File: src/rtl/hd63701_timer_pkg.sv
// Shared definitions for the HD63701 16-bit programmable timer: register map, TCSR bit layout
// and the FRC value forced by an FRCH write.
package hd63701_timer_pkg;
  localparam logic [2:0] TMR_TCSR = 3'd0;
  localparam logic [2:0] TMR_FRCH = 3'd1;
  localparam logic [2:0] TMR_FRCL = 3'd2;
  localparam logic [2:0] TMR_OCRH = 3'd3;
  localparam logic [2:0] TMR_OCRL = 3'd4;
  localparam logic [2:0] TMR_ICRH = 3'd5;
  localparam logic [2:0] TMR_ICRL = 3'd6;

  localparam int B_ICF  = 7;
  localparam int B_OCF  = 6;
  localparam int B_TOF  = 5;
  localparam int B_EICI = 4;
  localparam int B_EOCI = 3;
  localparam int B_ETOI = 2;
  localparam int B_IEDG = 1;
  localparam int B_OLVL = 0;

  localparam logic [15:0] FRC_WR_PRESET_DEF = 16'hFFF8;
endpackage

File: src/rtl/hd63701_timer_if.sv
// Register-window bus between the execution unit (master) and the timer (slave).
interface hd63701_timer_if;
  logic       sel;
  logic [2:0] ra;
  logic       rd;
  logic       wr;
  logic [7:0] di;
  logic [7:0] dout;

  modport master (output sel, ra, rd, wr, di, input dout);
  modport slave  (input sel, ra, rd, wr, di, output dout);
endinterface

File: src/rtl/hd63701_timer_edge.sv
// P20 synchroniser and E-cycle edge detector; cap_pulse is high for the single CE cycle in
// which the selected edge is seen against the previous CE sample.
module hd63701_timer_edge #(
  parameter int SYNC_STAGES = 2
) (
  input  logic CLKp,
  input  logic RST,
  input  logic CE,
  input  logic p20,
  input  logic iedg,
  output logic cap_pulse
);
  logic [SYNC_STAGES-1:0] sync;
  logic                   prev;
  logic                   s;

  assign s = sync[SYNC_STAGES-1];

  always_ff @(posedge CLKp) begin
    if (RST) begin
      sync <= '0;
      prev <= 1'b0;
    end else begin
      sync <= {sync[SYNC_STAGES-2:0], p20};
      if (CE) prev <= s;
    end
  end

  assign cap_pulse = CE & (iedg ? (s & ~prev) : (~s & prev));
endmodule

File: src/rtl/hd63701_timer.sv
// HD63701 on-chip timer: free-running counter, output compare, input capture and the
// TCSR flag/arm logic behind the two-step clear sequence.
module hd63701_timer
  import hd63701_timer_pkg::*;
#(
  parameter logic [15:0] FRC_WR_PRESET = FRC_WR_PRESET_DEF,
  parameter int          SYNC_STAGES   = 2
) (
  input  logic                  CLKp,
  input  logic                  RST,
  input  logic                  CE,
  hd63701_timer_if.slave        bus,
  input  logic                  p20,
  output logic                  p21,
  output logic                  irq_ici,
  output logic                  irq_oci,
  output logic                  irq_toi
);
  logic [15:0] frc, ocr, icr;
  logic [7:0]  tcsr, temp, lsb_buf, rdata;
  logic [7:5]  arm, set, clr;
  logic        cmp_inh, cap_pulse, acc;
  logic        rd_tcsr, rd_frch, rd_icrh;
  logic        wr_tcsr, wr_frch, wr_frcl, wr_ocrh, wr_ocrl, frc_wr, ocr_wr;

  hd63701_timer_edge #(.SYNC_STAGES(SYNC_STAGES)) u_edge (
    .CLKp      (CLKp),
    .RST       (RST),
    .CE        (CE),
    .p20       (p20),
    .iedg      (tcsr[B_IEDG]),
    .cap_pulse (cap_pulse)
  );

  assign acc     = bus.sel & CE;
  assign rd_tcsr = acc & bus.rd & (bus.ra == TMR_TCSR);
  assign rd_frch = acc & bus.rd & (bus.ra == TMR_FRCH);
  assign rd_icrh = acc & bus.rd & (bus.ra == TMR_ICRH);
  assign wr_tcsr = acc & bus.wr & (bus.ra == TMR_TCSR);
  assign wr_frch = acc & bus.wr & (bus.ra == TMR_FRCH);
  assign wr_frcl = acc & bus.wr & (bus.ra == TMR_FRCL);
  assign wr_ocrh = acc & bus.wr & (bus.ra == TMR_OCRH);
  assign wr_ocrl = acc & bus.wr & (bus.ra == TMR_OCRL);
  assign frc_wr  = wr_frch | wr_frcl;
  assign ocr_wr  = wr_ocrh | wr_ocrl;

  // Clears need a prior TCSR read; a same-cycle set is applied after the clear so it wins.
  always_comb begin
    set        = '0;
    clr        = '0;
    set[B_ICF] = cap_pulse;
    set[B_OCF] = CE & ~cmp_inh & (frc == ocr);
    set[B_TOF] = CE & ~frc_wr & (&frc);
    clr[B_ICF] = rd_icrh & arm[B_ICF];
    clr[B_OCF] = ocr_wr  & arm[B_OCF];
    clr[B_TOF] = rd_frch & arm[B_TOF];
  end

  always_ff @(posedge CLKp) begin
    if (RST) begin
      frc     <= 16'h0000;
      ocr     <= 16'hFFFF;
      icr     <= 16'h0000;
      tcsr    <= 8'h00;
      temp    <= 8'h00;
      lsb_buf <= 8'h00;
      arm     <= '0;
      cmp_inh <= 1'b0;
      p21     <= 1'b0;
    end else begin
      tcsr[7:5] <= (tcsr[7:5] & ~clr) | set;
      arm       <= (arm | ({3{rd_tcsr}} & tcsr[7:5])) & ~clr;
      if (CE) begin
        if (wr_frch) begin
          temp <= bus.di;
          frc  <= FRC_WR_PRESET;
        end else if (wr_frcl) begin
          frc  <= {temp, bus.di};
        end else begin
          frc  <= frc + 16'd1;
        end
        cmp_inh <= ocr_wr;
      end
      if (wr_tcsr)    tcsr[4:0]  <= bus.di[4:0];
      if (wr_ocrh)    ocr[15:8]  <= bus.di;
      if (wr_ocrl)    ocr[7:0]   <= bus.di;
      if (rd_frch)    lsb_buf    <= frc[7:0];
      if (set[B_OCF]) p21        <= tcsr[B_OLVL];
      if (cap_pulse)  icr        <= frc;
    end
  end

  always_comb begin
    rdata = 8'h00;
    if (bus.sel) begin
      case (bus.ra)
        TMR_TCSR: rdata = tcsr;
        TMR_FRCH: rdata = frc[15:8];
        TMR_FRCL: rdata = lsb_buf;
        TMR_OCRH: rdata = ocr[15:8];
        TMR_OCRL: rdata = ocr[7:0];
        TMR_ICRH: rdata = icr[15:8];
        TMR_ICRL: rdata = icr[7:0];
        default:  rdata = 8'h00;
      endcase
    end
  end

  assign bus.dout = rdata;
  assign irq_ici  = tcsr[B_ICF] & tcsr[B_EICI];
  assign irq_oci  = tcsr[B_OCF] & tcsr[B_EOCI];
  assign irq_toi  = tcsr[B_TOF] & tcsr[B_ETOI];
endmodule

File: src/flat_wrapper.sv
// flat-port wrapper written by rule: the top's interface ports become plain ports
module hd63701_timer_flat import hd63701_timer_pkg::*;
#(
  parameter logic [15:0] FRC_WR_PRESET = FRC_WR_PRESET_DEF,
  parameter int          SYNC_STAGES   = 2
)
  (CLKp, RST, CE, p20, p21, irq_ici, irq_oci, irq_toi, bus_sel, bus_ra, bus_rd, bus_wr, bus_di, bus_dout);
  hd63701_timer_if bus_i ();
  input  logic CLKp;
  input  logic RST;
  input  logic CE;
  input  logic p20;
  output logic p21;
  output logic irq_ici;
  output logic irq_oci;
  output logic irq_toi;
  input wire logic [$bits(bus_i.sel)-1:0] bus_sel;
  input wire logic [$bits(bus_i.ra)-1:0] bus_ra;
  input wire logic [$bits(bus_i.rd)-1:0] bus_rd;
  input wire logic [$bits(bus_i.wr)-1:0] bus_wr;
  input wire logic [$bits(bus_i.di)-1:0] bus_di;
  output wire logic [$bits(bus_i.dout)-1:0] bus_dout;
  assign bus_i.sel = bus_sel;
  assign bus_i.ra = bus_ra;
  assign bus_i.rd = bus_rd;
  assign bus_i.wr = bus_wr;
  assign bus_i.di = bus_di;
  assign bus_dout = bus_i.dout;
  hd63701_timer #(.FRC_WR_PRESET(FRC_WR_PRESET), .SYNC_STAGES(SYNC_STAGES)) u_core (.CLKp(CLKp), .RST(RST), .CE(CE), .bus(bus_i), .p20(p20), .p21(p21), .irq_ici(irq_ici), .irq_oci(irq_oci), .irq_toi(irq_toi));
endmodule
File: config.mk
export PLATFORM = sky130hd
export DESIGN_NAME = hd63701_timer_flat
export DESIGN_NICKNAME = d
export VERILOG_FILES = /design/src/rtl/hd63701_timer_pkg.sv /design/src/rtl/hd63701_timer_if.sv /design/src/rtl/hd63701_timer_edge.sv /design/src/rtl/hd63701_timer.sv /design/src/flat_wrapper.sv
export SDC_FILE = /design/constraint.sdc
export NUM_CORES = 1
export LEC_CHECK = 0
export BUFFER_PORTS_ARGS = -buffer_cell sky130_fd_sc_hd__buf_2
export CAP_MARGIN = 30
export CORE_MARGIN = 4
export CORE_UTILIZATION = 45
export CTS_BUF_LIST = sky130_fd_sc_hd__clkbuf_8
export DETAILED_ROUTE_END_ITERATION = 6
export GPL_TIMING_DRIVEN = 0
export PLACE_DENSITY_LB_ADDON = 0.2
export SLEW_MARGIN = 30
export SYNTH_ARGS = -nofsm -noshare
export SYNTH_HDL_FRONTEND = slang
export SYNTH_SLANG_ARGS = --single-unit
File: constraint.sdc
create_clock -name CLKp -period 2.3 [get_ports CLKp]
set_clock_uncertainty 0.2 [all_clocks]
set_input_delay 0.46 -clock CLKp [delete_from_list [all_inputs] [get_ports CLKp]]
set_output_delay 0.46 -clock CLKp [all_outputs]
set_load 0.05 [all_outputs]
* Yosys cells after proc, flatten, opt, wreduce, memory -nomap -nowiden
Index checks and enable logic that the tools add are counted.
** Word-level totals
- Flip-flop bits (word level) :: 80
- Word-level logic and storage cells :: 65
- Output and inout bits :: 12
- Input port bits :: 18
** Cells by class
- Bitwise gates (word level) :: 36
- Muxes and demuxes :: 5
- Reduce and logical (&&, ||, !) cells :: 3
- Add/sub/neg operators :: 1
- Equality and inequality tests :: 7
** Operator list (count)
- case mux 8 bit (7 select lines) :: 1
- 2-to-1 mux 16 bit :: 2
- bitwise AND 1 bit :: 24
- adder 16 x 1 -> 16 bit, second input constant :: 1
- equality test 16 bit :: 1
- AND reduction 16 bit :: 1
- bitwise AND 3 bit :: 3
- equality test 3 bit, second input constant :: 3
- 2-to-1 mux 8 bit :: 1
- equality test 3 x 2 -> 1 bit, second input constant :: 2
- OR 3 bit :: 2
- NOT 1 bit :: 4
- equality test 3 x 1 -> 1 bit, second input constant :: 1
- logical NOT 3 bit :: 1
- NOT 3 bit :: 1
- OR 1 bit :: 2
- AND reduction 2 bit :: 1
- 2-to-1 mux 1 bit :: 1

* Longest topological paths before layout
Gate-level depths: netlist (run 1).
- Depth in word-level cells :: 8
- Gate-level depth with buffers :: 7
- Gate-level depth less buffers :: 5

* By module
From an unflattened synthesis (run 1), not the netlist that was laid out.
** Unflattened totals
- Cell total of the unflattened synthesis :: 474
- Area, all modules :: 4126.5 um^2
** Modules (own cells, without submodules)
- hd63701_timer :: times used 1, sequential area each 1541.5 um^2, area an instance 4016.4 um^2, cells an instance 464
- hd63701_timer_edge :: times used 1, sequential area each 60.1 um^2, area an instance 110.1 um^2, cells an instance 10

* Worst setup path before layout (run 1)
OpenSTA, ideal clock, no wires.
- Kind :: in2out
- Start :: input port bus_ra[1]
- End :: output port bus_dout[1]
- Stages on the path :: 6
- Slack :: -0.507 ns
- Path buffers :: 3
- Data required time :: 1.640 ns
- Arrival :: 2.147 ns
- Cells stage by stage :: buf_2 -> buf_1 -> buf_1 -> a22oi_1 -> o21ai_0 -> nor2b_1
** Between the ends
- Cells in the longest elaborated chain, start to end :: 3
- Elaborated cells between the ends (all ways) :: 9
- Classes of those cells :: 6 x eq/ne; 2 x mux; 1 x reduce/logical
** RTL lines
- start, declared :: RTL line flat_wrapper.sv:18 : input wire logic [$bits(bus_i.ra)-1:0] bus_ra;
- equality test 3 bit, or another cell as far along :: RTL line hd63701_timer.sv:96 : case (bus.ra)
- case mux 8 bit (7 select lines) (*) :: RTL line hd63701_timer.sv:96
- 2-to-1 mux 8 bit (*) :: RTL line hd63701_timer.sv:95 : if (bus.sel) begin
- end, declared :: RTL line flat_wrapper.sv:22 : output wire logic [$bits(bus_i.dout)-1:0] bus_dout;
Mark *: on every way between the ends. The rest lies on a longest branch, timed or not.

* Final worst setup path (run 1)
- Start :: input port bus_ra[2]
- End :: output port bus_dout[3]
The elaborated chain is that of the path after synthesis.

==> results of run 1 <==
## routing by layer
layer  share of wire (%)  global-route usage, %  up-vias  routed length [um]
li1                    -                      -     1704                   -
met1                  44                  34.05     1838                5717
met2                  47                  42.23      153                6171
met3                 5.8                  3.112       36                 749
met4                 2.8                  10.36        0                 359
met5                   0                      0        -                   0
## report_power, final
part	internal (mW)	switching, mW
Sequential	1.41	0.0394
Clock	0.535	0.547
Combinational	0.196	0.258
Total	2.14	0.844
## worst max-delay path, stage by stage
cell       delay, ps
buf_8            100
bufbuf_16        260
nor2b_4          140
a22oi_2          150
o22ai_1          120
a31oi_2          250
nor2_4            60
buf_6            150
## kinds of logic (layout without fill, tap and decap cells)
kind of cell / after synthesis / after routing / share of synthesized area [%]
simple gates: 176 / 176 / 19.86
fa+ha+maj: 1 / 1 / 0.3074
flops: 80 / 80 / 39.35
buf+inv: 41 / 92 / 4.304
mux: 74 / 74 / 19.06
compound gates: 63 / 63 / 11.31
xor+xnor: 27 / 27 / 5.810
## worst max path at each step
stage / endpoint / slack [ps] / depth (start not counted)
2_1_floorplan: bus_dout[0] / 50 / 6
3_3_place_gp: bus_dout[7] / -500 / 7
3_5_place_dp: bus_dout[7] / -510 / 7
4_1_cts: bus_dout[6] / -60 / 6
5_1_grt: bus_dout[3] / -110 / 8
6_report: bus_dout[3] / -60 / 8
## metrics by stage
step / std cells / cell area [um^2]
6_report: 621 / 5070
5_1_grt: 621 / 5070
4_1_cts: 620 / 5017
3_5_place_dp: 599 / 4428
3_3_place_gp: 599 / 4428
2_1_floorplan: 462 / 4148
## sequential cells by signal (all words and copies together), names as in the netlist
| name | count |
|---|---|
| u_core.frc | 16 |
| u_core.cmp_inh | 1 |
| u_core.arm | 3 |
| u_core.ocr | 16 |
| u_core.lsb_buf | 8 |
| u_core.temp | 8 |
| u_core.u_edge.prev | 1 |
| u_core.tcsr | 8 |
| u_core.icr | 16 |
| u_core.u_edge.sync | 2 |
| u_core.p21 | 1 |
## cell type report
cell class	instances	area [um^2]	area share, %
multi-input cells	341	2500	49.31
flip-flops and latches	80	1619	31.93
repair buffers	43	395.4	7.799
plain buffers	29	200.2	3.949
clock buffers	10	137.6	2.715
well taps	108	135.1	2.665
clock inverters	6	67.56	1.333
inverters	4	15.01	0.2962
## cell usage in the layout (no fill, tap or decap), types with 6 or more instances in the layout
master and instances:
nor2_1 74, dfxtp_1 74, mux2i_1 60, nand2_1 41
buf_2 28, xnor2_1 21, buf_4 13, a21oi_1 10
clkbuf_8 10, nand3_1 9, clkbuf_1 9, buf_6 8
nor2b_4 6, nor2_4 6, and3_1 6, o21ai_0 6
xor2_1 6
## timing repair
action / CTS / global route
pin swaps: 11 / 4
setup endpoints to repair: 9 / 13
hold endpoints to repair: 0 / 0
gates resized for setup: 75 / 13
buffers inserted: 10 / 1
hold buffers: 0 / 0
gates cloned: 3 / 0
==> results.sh, run 1 <==
export IMPL_status="complete, but fails checks"
export IMPL_failed_checks="negative setup slack"
export IMPL_synth_largest_area_cell="dfxtp_1"
export IMPL_overflow=0
export IMPL_htree_levels=3
export IMPL_setup_viol=5
export IMPL_rrSetupSlack_ps=140
export IMPL_finalHoldViolations=0
export IMPL_ios=30
export IMPL_max_freq_mhz=424.0
export IMPL_maxCapViolations=0
export IMPL_start_util_pct=46.44
export IMPL_synth_top_cell_area_share_pct=39.35
export IMPL_clock_latency_ps=360
export IMPL_die_w_um=103.1
export IMPL_num_antenna_cells=0
export IMPL_vias_per_cell=6.008
export IMPL_grt_usage_pct=25.63
export IMPL_preCtsSetupSlack_ps=-511.5
export IMPL_setup_ws_ps=-58.36
export IMPL_critPathArrivalTime_ps=1700
export IMPL_hpwl_um=9191
export IMPL_hold_path_class="input pin to register"
export IMPL_syn_area_per_cell_um2=8.810
export IMPL_routed_wl_um=13000
export IMPL_drc=0
export IMPL_ys_seq_area_share_pct=39.35
export IMPL_grt_pass1_wl_um=20330
export IMPL_path_clk_slew_ps=70
export IMPL_fp_dieH_um=103.1
export IMPL_vdd_drop_max_mv=0.3099
export IMPL_wire_per_inst_um=20.93
export IMPL_syn_area_um2=4070
export IMPL_port_buffers=29
export IMPL_syn_to_final_growth_pct=24.56
export IMPL_path_max_fanout=4
export IMPL_crit_path_end_kind="primary output"
export IMPL_fin_crit_ps=2358
export IMPL_holdPathEnd="u_core.u_edge.sync[0]$_SDFF_PP0_"
export IMPL_yosysUniqueCellTypes=55
export IMPL_start_kind="input pin"
export IMPL_leakage_nw=2.026
export IMPL_maxSlewHeadroom_pct=52.00
export IMPL_hold_start="p20"
export IMPL_cp_startpoint="bus_ra[2]"
export IMPL_crit_type="input pin to primary output"
export IMPL_drt_first_pass_iters=5
export IMPL_pwr_density_cell_nw_per_um2=588.7
export IMPL_grt_max_degree=15
export IMPL_vias=3731
export IMPL_yosys_warnings=0
export IMPL_hold_path_depth=2
export IMPL_cts_root_buf="clkbuf_8"
export IMPL_synth_common_cells="81 x nor2_1, 80 x dfxtp_1, 64 x mux2i_1, 42 x nand2_1, 21 x xnor2_1"
export IMPL_antenna_found_initial=0
export IMPL_drt_initial_drc_count=201
export IMPL_utilization_pct=57.85
export IMPL_synth_fp_nets=481
export IMPL_ctsLongestPathBuffers=2
export IMPL_gp_congestion=0.9140
export IMPL_synthMostInstantiatedCell="nor2_1"
export IMPL_die_area_um2=10630
export IMPL_rsz0062_at_grt="yes"
export IMPL_synthFlopType="dfxtp_1"
export IMPL_cts_sinks=80
export IMPL_core_um2=8763
export IMPL_synth_seq_cells=80
export IMPL_drive_above_1_share_pct=25.15
export IMPL_r2r_end="u_core.frc[11]$_SDFFE_PP0P_"
export IMPL_cts_tree="yes"
export IMPL_syn_inst=462
export IMPL_drtAntennaViolNets=0
export IMPL_worstMarginPinSlew_ps=720.0
export IMPL_ys_async_sr_fraction_pct=0
export IMPL_whs_ps=127.2
export IMPL_timing_final_max_slew_violations=0
export IMPL_r2r_start="u_core.frc[1]$_SDFFE_PP0P_"
export IMPL_nFillCells=784
export IMPL_finalCritPeriodShare_pct=102.5
export IMPL_numCtsBuffers=9
export IMPL_tns_ps=-201.2
export IMPL_power_total_mw=2.985
export IMPL_final_nets=527
export IMPL_row_count=34
export IMPL_synth_area_top_cells="dfxtp_1 39%, mux2i_1 16%, nor2_1 7.5%"
export IMPL_grt_pass1_vias=3702
export IMPL_synth_edff_count=0
export IMPL_r2r_cells=6
export IMPL_crit_required_ps=1640
Power figures use the tool's default switching activity.
==> run 2, diff against run 1 <==
--- a/config.mk
+++ b/config.mk
@@ -5,6 +5,7 @@
 export SDC_FILE = /design/constraint.sdc
 export NUM_CORES = 1
 export LEC_CHECK = 0
+export ABC_AREA = 1
 export BUFFER_PORTS_ARGS = -buffer_cell sky130_fd_sc_hd__buf_2
 export CAP_MARGIN = 30
 export CORE_MARGIN = 4
@@ -12,7 +13,7 @@
 export CTS_BUF_LIST = sky130_fd_sc_hd__clkbuf_8
 export DETAILED_ROUTE_END_ITERATION = 6
 export GPL_TIMING_DRIVEN = 0
-export PLACE_DENSITY_LB_ADDON = 0.2
+export PLACE_DENSITY = 0.61
 export SLEW_MARGIN = 30
 export SYNTH_ARGS = -nofsm -noshare
 export SYNTH_HDL_FRONTEND = slang
==> results.sh, run 2 <==
export IMPL_status="finished, final reports clean"
export IMPL_clock_latency_ps=360
export IMPL_ctsLongestPathBuffers=2
export IMPL_p_int_mw=2.033
export IMPL_synth_edff_count=0
export IMPL_hold_path_class="input pin to register"
export IMPL_syn_area_per_cell_um2=6.767
export IMPL_row_count=34
export IMPL_reg_top3="u_core.frc: 16 flops, u_core.icr: 16 flops, u_core.ocr: 16 flops"
export IMPL_final_common_cell="nand2_1"
export IMPL_cts_tree="yes"
export IMPL_path_clk_slew_ps=80
export IMPL_vdd_drop_max_mv=0.2627
export IMPL_crit_path_end_kind="primary output"
export IMPL_utilization_pct=54.40
export IMPL_synth_top_cell_area_share_pct=40.25
export IMPL_worstMarginPinSlew_ps=617.2
export IMPL_core_um2=8678
export IMPL_switching_share_pct=29.12
export IMPL_grt_pass1_wl_um=20540
export IMPL_synthFlopType="dfxtp_1"
export IMPL_synth_common_cells="114 x nand2_1, 83 x a21oi_1, 80 x dfxtp_1, 78 x o21ai_0, 75 x inv_1"
export IMPL_start_util_pct=45.85
export IMPL_synth_seq_cells=80
export IMPL_cts_hold_fix_buffers=0
export IMPL_path_max_fanout=9
export IMPL_finalCritPeriodShare_pct=97.97
export IMPL_yosysUniqueCellTypes=28
export IMPL_numCtsBuffers=9
export IMPL_p_sw_uw=835.3
export IMPL_grt_usage_pct=26.26
export IMPL_finalHoldViolations=0
export IMPL_die_w_um=102.0
export IMPL_syn_area_um2=3979
export IMPL_fp_dieH_um=102.0
export IMPL_port_buffers=29
export IMPL_grt_max_degree=13
export IMPL_synth_area_top_cells="dfxtp_1 40%, nand2_1 11%, a21oi_1 10%"
export IMPL_vias=4178
export IMPL_die_area_um2=10410
export IMPL_cts_root_buf="clkbuf_8"
export IMPL_wire_per_inst_um=18.06
export IMPL_synthMostInstantiatedCell="nand2_1"
export IMPL_timing_final_max_slew_violations=0
export IMPL_syn_to_final_growth_pct=18.65
export IMPL_overflow=0
export IMPL_num_antenna_cells=0
export IMPL_max_freq_mhz=443.8
export IMPL_tns_ps=0
export IMPL_yosys_warnings=0
export IMPL_p_clk_share_pct=35.3
export IMPL_leakage_nw=2.018
export IMPL_gp_congestion=0.8883
export IMPL_setup_viol=0
export IMPL_mostFrequentLayoutCells="112 x nand2_1, 77 x dfxtp_1, 76 x a21oi_1"
export IMPL_critPathArrivalTime_ps=1590
export IMPL_hpwl_um=9947
export IMPL_fin_crit_ps=2253
export IMPL_cts_sinks=80
export IMPL_ys_seq_area_share_pct=40.25
export IMPL_antenna_found_initial=0
export IMPL_setup_ws_ps=46.78
export IMPL_synth_largest_area_cell="dfxtp_1"
export IMPL_p_comb_share_pct=13.4
export IMPL_final_nets=653
export IMPL_drt_initial_drc_count=372
export IMPL_drtAntennaViolNets=0
export IMPL_syn_inst=588
export IMPL_maxCapViolations=0
export IMPL_rsz0062_at_grt="yes"
export IMPL_maxSlewHeadroom_pct=58.86
export IMPL_start_kind="input pin"
export IMPL_routed_wl_um=13460
export IMPL_preCtsSetupSlack_ps=-278.3
export IMPL_seqPwrFrac_pct=51.3
export IMPL_htree_levels=3
export IMPL_nFillCells=889
export IMPL_grt_pass1_vias=3724
export IMPL_synth_fp_nets=607
export IMPL_drt_first_pass_iters=7
export IMPL_pwr_density_cell_nw_per_um2=607.6
export IMPL_whs_ps=106.6
export IMPL_vias_per_cell=5.608
export IMPL_drc=0
export IMPL_ys_async_sr_fraction_pct=0
export IMPL_crit_type="input pin to primary output"
export IMPL_crit_required_ps=1640
export IMPL_drive_above_1_share_pct=16.33
export IMPL_ios=30
-- run 2: logic make-up after synthesis --
group           count (synthesis)  share of synthesized area [%]
xor+xnor                        5                          1.101
flops                          80                          40.25
compound gates                183                          24.09
fa+ha+maj                       1                         0.3144
buf+inv                       100                          10.38
simple gates                  219                          23.87
-- run 2: area by class of cell --
type	count	area (um^2)	area share, %
Multi-Input combinational cell	409	2143	45.40
Sequential cell	80	1605	34.00
Inverter	79	309.0	6.547
Timing Repair Buffer	34	236.5	5.009
Tap cell	108	135.1	2.862
Clock buffer	9	123.9	2.624
Buffer	21	116.4	2.465
Clock inverter	5	51.30	1.087
-- run 2: worst max-delay path, stage by stage --
cell,delay (ps)
buf_4,180
nor2_4,150
nand2_4,170
o22ai_4,180
nor2_1,80
a21oi_2,140
buf_4,210
-- run 2: power by group through the flow --
| stage | Clock [mW] | Combinational, mW | Sequential, mW |
|---|---|---|---|
| CTS | 1.01 | 0.357 | 1.47 |
| detailed placement | 0 | 0.333 | 1.50 |
| global route | 1.07 | 0.420 | 1.48 |
| global placement | 0 | 0.331 | 1.50 |
| floorplan | 0 | 0.223 | 1.48 |
| finish | 1.01 | 0.385 | 1.47 |
-- run 2: worst paths after layout --
path | start | end | slack (ps) | depth (start not counted)
max reg2reg | u_core.frc[0]$_SDFFE_PP0P_ | u_core.tcsr[5]$_SDFF_PP0_ | 360 | 7
min | p20 | u_core.u_edge.sync[0]$_SDFF_PP0_ | 110 | 3
min reg2reg | u_core.u_edge.sync[0]$_SDFF_PP0_ | u_core.u_edge.sync[1]$_SDFF_PP0_ | 210 | 2
max | bus_ra[1] | bus_dout[5] | 50 | 7
-- run 2: per-stage QoR --
step	cell area, um^2	power [mW]	instances
after global routing	4721	2.967	745
after detailed placement	4292	1.834	725
after CTS	4593	2.840	742
final	4721	2.869	745
after floorplan	4011	1.707	588
after global placement	4292	1.831	725
-- run 2: routing by layer --
layer  vias to the layer above  global-route usage, %  share of wire, %
met5                         -                      0                 0
met4                         0                  8.274               2.0
met2                       182                  39.43                45
met1                      1943                  38.03                44
met3                        22                  5.119               9.1
li1                       2031                      -                 -
-- run 2: timing repair --
item | CTS | global route
setup buffers | 3 | 2
endpoints found under the setup margin | 8 | 8
resized for setup | 30 | 30
gates cloned | 0 | 1
pin swaps | 2 | 4
